$ cat config.mk
export PLATFORM = sky130hd
export DESIGN_NAME = fullchip_seq
export DESIGN_NICKNAME = d
export VERILOG_FILES = /design/src/rtl/fullchip_seq.sv
export SDC_FILE = /design/constraint.sdc
export NUM_CORES = 1
export LEC_CHECK = 0
export CAP_MARGIN = 10
export CORE_MARGIN = 2
export CORE_UTILIZATION = 45
export CTS_CLUSTER_DIAMETER = 40
export CTS_CLUSTER_SIZE = 16
export DETAILED_ROUTE_END_ITERATION = 16
export PLACE_DENSITY = 0.67
export SLEW_MARGIN = 20
export SYNTH_ARGS = -nofsm -noshare
export SYNTH_HDL_FRONTEND = slang
export SYNTH_SLANG_ARGS = --single-unit
$ cat constraint.sdc
create_clock -name clk -period 2.3 [get_ports clk]
set_clock_uncertainty 0.1 [all_clocks]
set_input_delay 0.23 -clock clk [delete_from_list [all_inputs] [get_ports clk]]
set_output_delay 0.23 -clock clk [all_outputs]
set_load 0.005 [all_outputs]
$ cat src/rtl/fullchip_seq.sv
// rtl/fullchip_seq.sv - single-clock instruction sequencer for the two-core attention chip
// Optional ack timeout: FULLCHIP_SEQ_ACK_TIMEOUT_EN
module fullchip_seq #(
  parameter int col         = 8,
  parameter int total_cycle = 8,
  parameter int TIMEOUT     = 64
) (
  input  logic        clk,
  input  logic        reset,
  input  logic        start,
  input  logic        ofifo_valid,
  input  logic        ack_in_core0,
  input  logic        ack_in_core1,
  output logic [16:0] inst,
  output logic        acc_core0,
  output logic        acc_core1,
  output logic        div_core0,
  output logic        div_core1,
  output logic        sel_pmem_core0,
  output logic        sel_pmem_core1,
  output logic        req_out_core0,
  output logic        req_out_core1,
  output logic        busy,
  output logic        done,
  output logic        err
);

  localparam logic [3:0] S_IDLE     = 4'd0;
  localparam logic [3:0] S_QWR      = 4'd1;
  localparam logic [3:0] S_KWR      = 4'd2;
  localparam logic [3:0] S_KLOAD    = 4'd3;
  localparam logic [3:0] S_EXEC     = 4'd4;
  localparam logic [3:0] S_DRAIN    = 4'd5;
  localparam logic [3:0] S_NORM_RD  = 4'd6;
  localparam logic [3:0] S_NORM_ACC = 4'd7;
  localparam logic [3:0] S_NORM_REQ = 4'd8;
  localparam logic [3:0] S_NORM_DIV = 4'd9;
  localparam logic [3:0] S_DONE     = 4'd10;

  localparam logic [3:0] col_last = 4'(col - 1);
  localparam logic [3:0] tc_last  = 4'(total_cycle - 1);

  logic [3:0]  state, nxt_state;
  logic [3:0]  i_cnt, nxt_i;
  logic [3:0]  p_cnt, nxt_p;
  logic [3:0]  r_cnt, nxt_r;
  logic        ack0_seen, ack1_seen, nxt_ack0, nxt_ack1;
  logic        ack0_now, ack1_now;
  logic        start_ok;
  logic        timeout_hit;
  logic [16:0] nxt_inst;
  logic        acc_q, div_q, sel_q, req_q;
  logic        nxt_acc, nxt_div, nxt_sel, nxt_req, nxt_busy, nxt_done;

  // A pending ack counts as seen if it was latched earlier or is high right now.
  assign ack0_now = ack0_seen | ack_in_core0;
  assign ack1_now = ack1_seen | ack_in_core1;
  assign start_ok = (state == S_IDLE) && start;

`ifdef FULLCHIP_SEQ_ACK_TIMEOUT_EN
  logic [15:0] req_cycles;

  always_ff @(posedge clk) begin
    if (reset || state != S_NORM_REQ) req_cycles <= '0;
    else                              req_cycles <= req_cycles + 16'd1;
  end

  assign timeout_hit = (req_cycles == 16'(TIMEOUT));

  always_ff @(posedge clk) begin
    if (reset || start_ok) err <= 1'b0;
    else if (state == S_NORM_REQ && !(ack0_now && ack1_now) && timeout_hit) err <= 1'b1;
  end
`else
  assign timeout_hit = 1'b0;
  assign err         = 1'b0;
`endif

  always_comb begin
    nxt_state = state;
    nxt_i     = i_cnt;
    nxt_p     = p_cnt;
    nxt_r     = r_cnt;
    nxt_ack0  = 1'b0;
    nxt_ack1  = 1'b0;
    case (state)
      S_IDLE: if (start) begin nxt_state = S_QWR; nxt_i = '0; end
      S_QWR:
        if (i_cnt == tc_last) begin nxt_state = S_KWR; nxt_i = '0; end
        else nxt_i = i_cnt + 4'd1;
      S_KWR:
        if (i_cnt == col_last) begin nxt_state = S_KLOAD; nxt_i = '0; end
        else nxt_i = i_cnt + 4'd1;
      S_KLOAD:
        if (i_cnt == col_last) begin nxt_state = S_EXEC; nxt_i = '0; end
        else nxt_i = i_cnt + 4'd1;
      S_EXEC:
        if (i_cnt == tc_last) begin nxt_state = S_DRAIN; nxt_p = '0; end
        else nxt_i = i_cnt + 4'd1;
      // p advances only once the pop driven this cycle has actually happened.
      S_DRAIN:
        if (inst[16]) begin
          if (p_cnt == tc_last) begin nxt_state = S_NORM_RD; nxt_r = '0; end
          else nxt_p = p_cnt + 4'd1;
        end
      S_NORM_RD:  nxt_state = S_NORM_ACC;
      S_NORM_ACC: nxt_state = S_NORM_REQ;
      S_NORM_REQ:
        if (ack0_now && ack1_now) nxt_state = S_NORM_DIV;
        else if (timeout_hit)     nxt_state = S_DONE;
        else begin nxt_ack0 = ack0_now; nxt_ack1 = ack1_now; end
      S_NORM_DIV:
        if (r_cnt == tc_last) nxt_state = S_DONE;
        else begin nxt_state = S_NORM_RD; nxt_r = r_cnt + 4'd1; end
      S_DONE:  nxt_state = S_IDLE;
      default: nxt_state = S_IDLE;
    endcase
  end

  // Control word for the cycle we are about to enter, so every output is a flop.
  always_comb begin
    nxt_inst = '0;
    nxt_acc  = 1'b0;
    nxt_div  = 1'b0;
    nxt_sel  = 1'b0;
    nxt_req  = 1'b0;
    nxt_done = 1'b0;
    nxt_busy = (nxt_state != S_IDLE);
    case (nxt_state)
      S_QWR:      nxt_inst = {1'b0, nxt_i, 4'h0, 8'h10};
      S_KWR:      nxt_inst = {1'b0, nxt_i, 4'h0, 8'h04};
      S_KLOAD:    nxt_inst = {1'b0, nxt_i, 4'h0, 8'h48};
      S_EXEC:     nxt_inst = {1'b0, nxt_i, 4'h0, 8'hA0};
      S_DRAIN:    if (ofifo_valid) nxt_inst = {1'b1, 4'h0, nxt_p, 8'h01};
      S_NORM_RD:  begin nxt_inst = {5'h00, nxt_r, 8'h02}; nxt_sel = 1'b1; end
      S_NORM_ACC: begin nxt_acc = 1'b1; nxt_sel = 1'b1; end
      S_NORM_REQ: begin nxt_req = 1'b1; nxt_sel = 1'b1; end
      S_NORM_DIV: begin nxt_div = 1'b1; nxt_sel = 1'b1; end
      S_DONE:     nxt_done = 1'b1;
      default:    ;
    endcase
  end

  always_ff @(posedge clk) begin
    if (reset) begin
      state     <= S_IDLE;
      i_cnt     <= '0;
      p_cnt     <= '0;
      r_cnt     <= '0;
      ack0_seen <= 1'b0;
      ack1_seen <= 1'b0;
      inst      <= '0;
      acc_q     <= 1'b0;
      div_q     <= 1'b0;
      sel_q     <= 1'b0;
      req_q     <= 1'b0;
      busy      <= 1'b0;
      done      <= 1'b0;
    end else begin
      state     <= nxt_state;
      i_cnt     <= nxt_i;
      p_cnt     <= nxt_p;
      r_cnt     <= nxt_r;
      ack0_seen <= nxt_ack0;
      ack1_seen <= nxt_ack1;
      inst      <= nxt_inst;
      acc_q     <= nxt_acc;
      div_q     <= nxt_div;
      sel_q     <= nxt_sel;
      req_q     <= nxt_req;
      busy      <= nxt_busy;
      done      <= nxt_done;
    end
  end

  assign acc_core0      = acc_q;
  assign acc_core1      = acc_q;
  assign div_core0      = div_q;
  assign div_core1      = div_q;
  assign sel_pmem_core0 = sel_q;
  assign sel_pmem_core1 = sel_q;
  assign req_out_core0  = req_q;
  assign req_out_core1  = req_q;

endmodule

==> results.yml, run 1 <==
sta:
  finalSetupTns_ns: 0
  rsz0062_at_grt: "no"
  finalSetupViolations: 0
  hold_viol_final: 0
  fin_crit_ns: 2.10
  slew_viol_final: 0
  setup_ws_ns: 0.197
  final.period_utilization_pct: 91.4
  fmax_ghz: 0.476
global_routing:
  antenna_found_initial: 0
  grt_pass1_vias: 1412
  grt_max_degree: 15
  grt.total_usage_pct: 18.0
  grt_pass1_wl_um: 6400
  gr-total-overflow: 0
die:
  rows: 23
  die_w_um: 68.9
  placeableCoreArea_um2: 4030
  initial_utilization_pct: 47.0
  fp.dieH_um: 68.9
  ios: 34
  die_area_um2: 4740
placement:
  dpl.hpwl_um: 2870
  pre_cts_slack_ns: 0.146
  io_buffers: 32
  place.gp.congestion: 0.845
cells_and_area:
  final_common_cell: "dfxtp_1"
  drive_above_1_share_pct: 15.4
  num-fill-cells: 387
  syn_to_final_growth_pct: 23.9
  multi_input_area_um2: 950
  fin_nets: 263
  area.sequential_um2: 761
  n_antenna_cell: 0
  final_cell_mix: "38 x dfxtp_1, 32 x clkdlybuf4s50_1, 30 x nor2_1, 16 x buf_4, 13 x a21oi_1"
critical_path:
  cp_slowest_stage_delay_ns: 0.58
  crit_arrival_ns: 2.17
  critPathSlowestCell: "dfxtp_1"
  cp.required_ns: 2.37
  start_kind: "flop"
  crit_type: "flop to flop"
  cp_cell_sequence: "and2b_1 > a31oi_1 > o22ai_2 > nor4b_2 > buf_4 > a22oi_1 > nor2_1"
  cp-end-kind: "flop"
  crit_fanout: 14
clocking:
  cts.clk_slew.worst_paths_ns: 0.07
  clkSinkCount: 38
  clock_path_buffers: 2
  htreeDepth: 2
  cts_tree: "yes"
  clock_latency_ns: 0.29
  post_cts_resize_count: 0
  ctsHoldBuffers: 0
  cts_setup_buffers: 0
  cts_buffers: 5
  cts-root-buf: "clkbuf_8"
hold_path:
  hold_class: "flop to flop"
synth:
  synthCells: 217
  synthFlopType: "dfxtp_1"
  synth.avg_cell_area_um2: 8.72
  synth_cell_type_count: 55
  synth_edf_count: 0
  yosysWarnings: 0
  syn_area_um2: 1890
  ys_seq_area_share_pct: 40.2
  syn_nets: 227
  synth-seq-cells: 38
  async_flop_share_pct: 0
detailed_routing:
  vias: 1618
  firstDrtPassIters: 4
  via_per_inst: 5.32
  ant_nets: 0
  drc_errors: 0
  drt_iter0_drc: 85
  wl_um: 3770
  wl_per_cell_um: 12.4
status:
  status: "complete, no violations"
pwr:
  ir_drop_mv: 0.398
  cellPowerDensity_nw_per_um2: 546
  leakagePower_nw: 0.885
flow_run:
  maxCapViolCount: 0
area by class of cell:
| type | instances | share of cell area, % |
|---|---|---|
| clock buffer | 7 | 3.68 |
| inverter | 10 | 1.71 |
| clock inverter | 1 | 0.213 |
| timing repair buffer | 48 | 18.8 |
| multi-input combinational | 150 | 40.5 |
| tap | 50 | 2.67 |
| sequential | 38 | 32.4 |
final timing paths:
kind	from	endpoint	slack, ns	cells past startpoint
setup reg to reg	state[2]	inst[10]	0.20	7
hold / removal	r_cnt[1]	r_cnt[1]	0.38	2
setup / recovery	state[2]	inst[10]	0.20	7
hold reg to reg	r_cnt[1]	r_cnt[1]	0.38	2
cell families after synthesis:
logic type               after synthesis  synth area share [%]
multiplexers                           1                 0.529
adder cells (fa/ha/maj)                4                  2.64
AO/OA/AOI/OAI                         48                  18.2
AND/OR/NAND/NOR                       94                  27.7
buffers and inverters                 29                  9.65
flip-flops                            38                  40.2
XOR/XNOR                               2                 0.925
other                                  1                 0.198
critical path: cells and delay by family, from the launching register on:
family / cells / cell delay, ns
AOI/OAI and AO/OA: 3 / 0.61
buffers and inverters: 1 / 0.16
DFF: 1 / 0.58
and+or+nand+nor: 3 / 0.55
sequential cells by signal, summed over array words and instances (netlist names):
| register | count |
|---|---|
| r_cnt | 4 |
| ack0_seen | 1 |
| busy | 1 |
| inst | 14 |
| done | 1 |
| i_cnt | 4 |
| state | 4 |
| p_cnt | 4 |
| req_out_core0 | 1 |
| sel_pmem_core0 | 1 |
| acc_core0 | 1 |
| div_core0 | 1 |
| ack1_seen | 1 |
synthesized netlist by cell type, drive strengths merged (2+ instances only):
cell | instances | share of area, %
a22oi | 2 | 0.79
nor4 | 2 | 0.66
nor3 | 7 | 1.9
nand2 | 12 | 2.4
a211oi | 2 | 0.79
nand3b | 2 | 0.79
a21o | 2 | 0.79
and3b | 2 | 0.93
o22ai | 3 | 1.3
or2 | 3 | 0.99
ha | 4 | 2.6
nand4 | 2 | 0.66
and3 | 2 | 0.66
clkbuf | 3 | 0.59
xor2 | 2 | 0.93
nor2b | 7 | 2.4
nor2 | 31 | 6.3
buf | 16 | 6.9
dfxtp | 38 | 40
nand3 | 6 | 1.6
nand2b | 6 | 2.0
inv | 9 | 1.9
o21ai | 7 | 1.9
a21oi | 15 | 4.4
o211ai | 4 | 2.1
a31oi | 5 | 1.7
nor3b | 4 | 1.9
nor4b | 4 | 2.5
metal layers:
metal	vias up	track usage (%)	wire length [um]
li1	826	-	-
met1	743	24.1	1830
met2	43	27.8	1710
met3	6	4.71	176
met4	0	6.62	60
met5	-	0	0
metrics by stage:
stage	cells	instance area, um^2	power (mW)	util (%)	hold slack, ns
CTS	304	2340	1.29	58.2	0.386
global placement	296	2250	0.832	55.9	0.360
floorplan	217	1890	0.780	-	0.265
global route	304	2340	1.34	58.2	0.420
finish	304	2340	1.28	58.2	0.384
detailed placement	296	2250	0.833	55.9	0.375
where the power goes:
part	internal (mW)	switching (mW)	total [mW]
clock network	0.242	0.221	0.462
logic	0.0687	0.0704	0.139
registers	0.670	0.0102	0.680
Note: power is estimated with default switching activity, not from simulation.
==> run 2, diff against run 1 <==
--- a/config.mk
+++ b/config.mk
@@ -8,8 +8,9 @@
 export CAP_MARGIN = 10
 export CORE_MARGIN = 2
 export CORE_UTILIZATION = 45
+export CTS_BUF_LIST = sky130_fd_sc_hd__clkbuf_4 sky130_fd_sc_hd__clkbuf_8
 export CTS_CLUSTER_DIAMETER = 40
-export CTS_CLUSTER_SIZE = 16
+export CTS_CLUSTER_SIZE = 30
 export DETAILED_ROUTE_END_ITERATION = 16
 export PLACE_DENSITY = 0.67
 export SLEW_MARGIN = 20
==> results.yml, run 2 (synthesized netlist as in run 1, its figures left out) <==
global_routing:
  grt_pass1_wl_um: 6420
  grt_max_degree: 15
  grt.total_usage_pct: 18.1
  gr-total-overflow: 0
  antenna_found_initial: 0
  grt_pass1_vias: 1418
critical_path:
  cp_slowest_stage_delay_ns: 0.58
  cp.required_ns: 2.37
  crit_type: "flop to flop"
  start_kind: "flop"
  cp-end-kind: "flop"
  crit_buf_inv: 1
  cp_top_family: "compound AO/OA/AOI/OAI gates"
  crit_arrival_ns: 2.17
  crit_fanout: 14
  critPathSlowestCell: "dfxtp_1"
  cp_cell_sequence: "and2b_1 > a31oi_1 > o22ai_2 > nor4b_2 > buf_4 > a22oi_1 > nor2_1"
sta:
  final.period_utilization_pct: 91.5
  hold_viol_final: 0
  slew_viol_final: 0
  finalSetupViolations: 0
  rsz0062_at_grt: "no"
  fin_crit_ns: 2.10
  fmax_ghz: 0.475
  finalSetupTns_ns: 0
detailed_routing:
  drt_iter0_drc: 86
  firstDrtPassIters: 4
  ant_nets: 0
  wl_per_cell_um: 12.5
  wl_um: 3790
  drc_errors: 0
  via_per_inst: 5.35
  vias: 1625
cells_and_area:
  final_cell_mix: "38 x dfxtp_1, 32 x clkdlybuf4s50_1, 30 x nor2_1, 16 x buf_4, 13 x a21oi_1"
  fin_nets: 263
  n_antenna_cell: 0
  top_register: "inst"
  finish.instance_area_um2: 2350
  largest_register_ffs: 14
  final_common_cell: "dfxtp_1"
  drive_above_1_share_pct: 15.7
  syn_to_final_growth_pct: 24.1
hold_path:
  hold_class: "flop to flop"
placement:
  placed_area_um2: 2250
  dpl.hpwl_um: 2870
  io_buffers: 32
  place.gp.congestion: 0.845
pwr:
  leakagePower_nw: 0.889
  p_comb_share_pct: 10.8
  ir_drop_mv: 0.397
  seq_power_share_pct: 52.5
  power.switching_mw: 0.302
  intPower_mw: 0.992
  p_clk_share_pct: 36.7
  cellPowerDensity_nw_per_um2: 551
  swShare_pct: 23.4
clocking:
  cts-root-buf: "clkbuf_8"
  cts_buffers: 5
  clock_latency_ns: 0.29
  post_cts_resize_count: 0
  cts_setup_buffers: 0
  clock_path_buffers: 2
  cts_tree: "yes"
  clkSinkCount: 38
  cts.clk_slew.worst_paths_ns: 0.07
  ctsHoldBuffers: 0
  htreeDepth: 2
die:
  die_area_um2: 4740
  ios: 34
  rows: 23
  placeableCoreArea_um2: 4030
  die_w_um: 68.9
  initial_utilization_pct: 47.0
  fp.dieH_um: 68.9
status:
  status: "complete, no violations"
flow_run:
  maxCapViolCount: 0
==> run 2: cell counts in the layout (fill, tap and decap cells not counted) <==
No cell type changed its count.
==> run 2: final timing paths <==
path,from,end,slack [ns],depth (start not counted)
max,state[2],inst[10],0.20,7
min,r_cnt[1],r_cnt[1],0.38,2
min reg2reg,r_cnt[1],r_cnt[1],0.38,2
max reg2reg,state[2],inst[10],0.20,7
==> run 2: worst reg2reg max path: stages (launching register included) <==
cell	delay (ns)
dfxtp_1	0.58
and2b_1	0.30
a31oi_1	0.25
o22ai_2	0.17
nor4b_2	0.20
buf_4	0.16
a22oi_1	0.19
nor2_1	0.05
==> run 2: routing by layer <==
metal,part of all wire (%),global-route usage [%],vias to the layer above
met1,48,24.1,747
met2,45,28.0,46
li1,-,-,826
met5,0,0,-
met3,5.1,4.71,6
met4,1.6,6.62,0
==> run 2: power by group through the flow <==
stage	Combinational [mW]	Clock, mW	Sequential (mW)
after floorplan	0.0874	0	0.692
after global placement	0.137	0	0.695
after detailed placement	0.138	0	0.695
after CTS	0.139	0.488	0.680
after global routing	0.155	0.516	0.681
final	0.139	0.475	0.680
==> run 2: cell type report <==
class / instances / area [um^2]
fill: 385 / 1680
sequential: 38 / 761
multi-input combinational: 150 / 950
clock buffer: 7 / 90.1
inverter: 10 / 40.0
tap: 50 / 62.6
timing repair buffer: 48 / 440
clock inverter: 1 / 5.00
==> run 2: stage by stage <==
stage	power [mW]	utilization [%]	hold WS, ns	worst slack, ns	instances
after global routing	1.35	58.3	0.420	0.0533	304
after detailed placement	0.833	55.9	0.375	0.146	296
after CTS	1.31	58.3	0.386	0.189	304
final	1.29	58.3	0.384	0.196	304
after floorplan	0.780	-	0.265	0.360	217
after global placement	0.832	55.9	0.360	0.183	296
==> run 3, diff against run 2 <==
--- a/config.mk
+++ b/config.mk
@@ -5,7 +5,7 @@
 export SDC_FILE = /design/constraint.sdc
 export NUM_CORES = 1
 export LEC_CHECK = 0
-export CAP_MARGIN = 10
+export CAP_MARGIN = 25
 export CORE_MARGIN = 2
 export CORE_UTILIZATION = 45
 export CTS_BUF_LIST = sky130_fd_sc_hd__clkbuf_4 sky130_fd_sc_hd__clkbuf_8
==> results of run 3 <==
No change in the layout: final DEF, timing and power equal those of run 2.
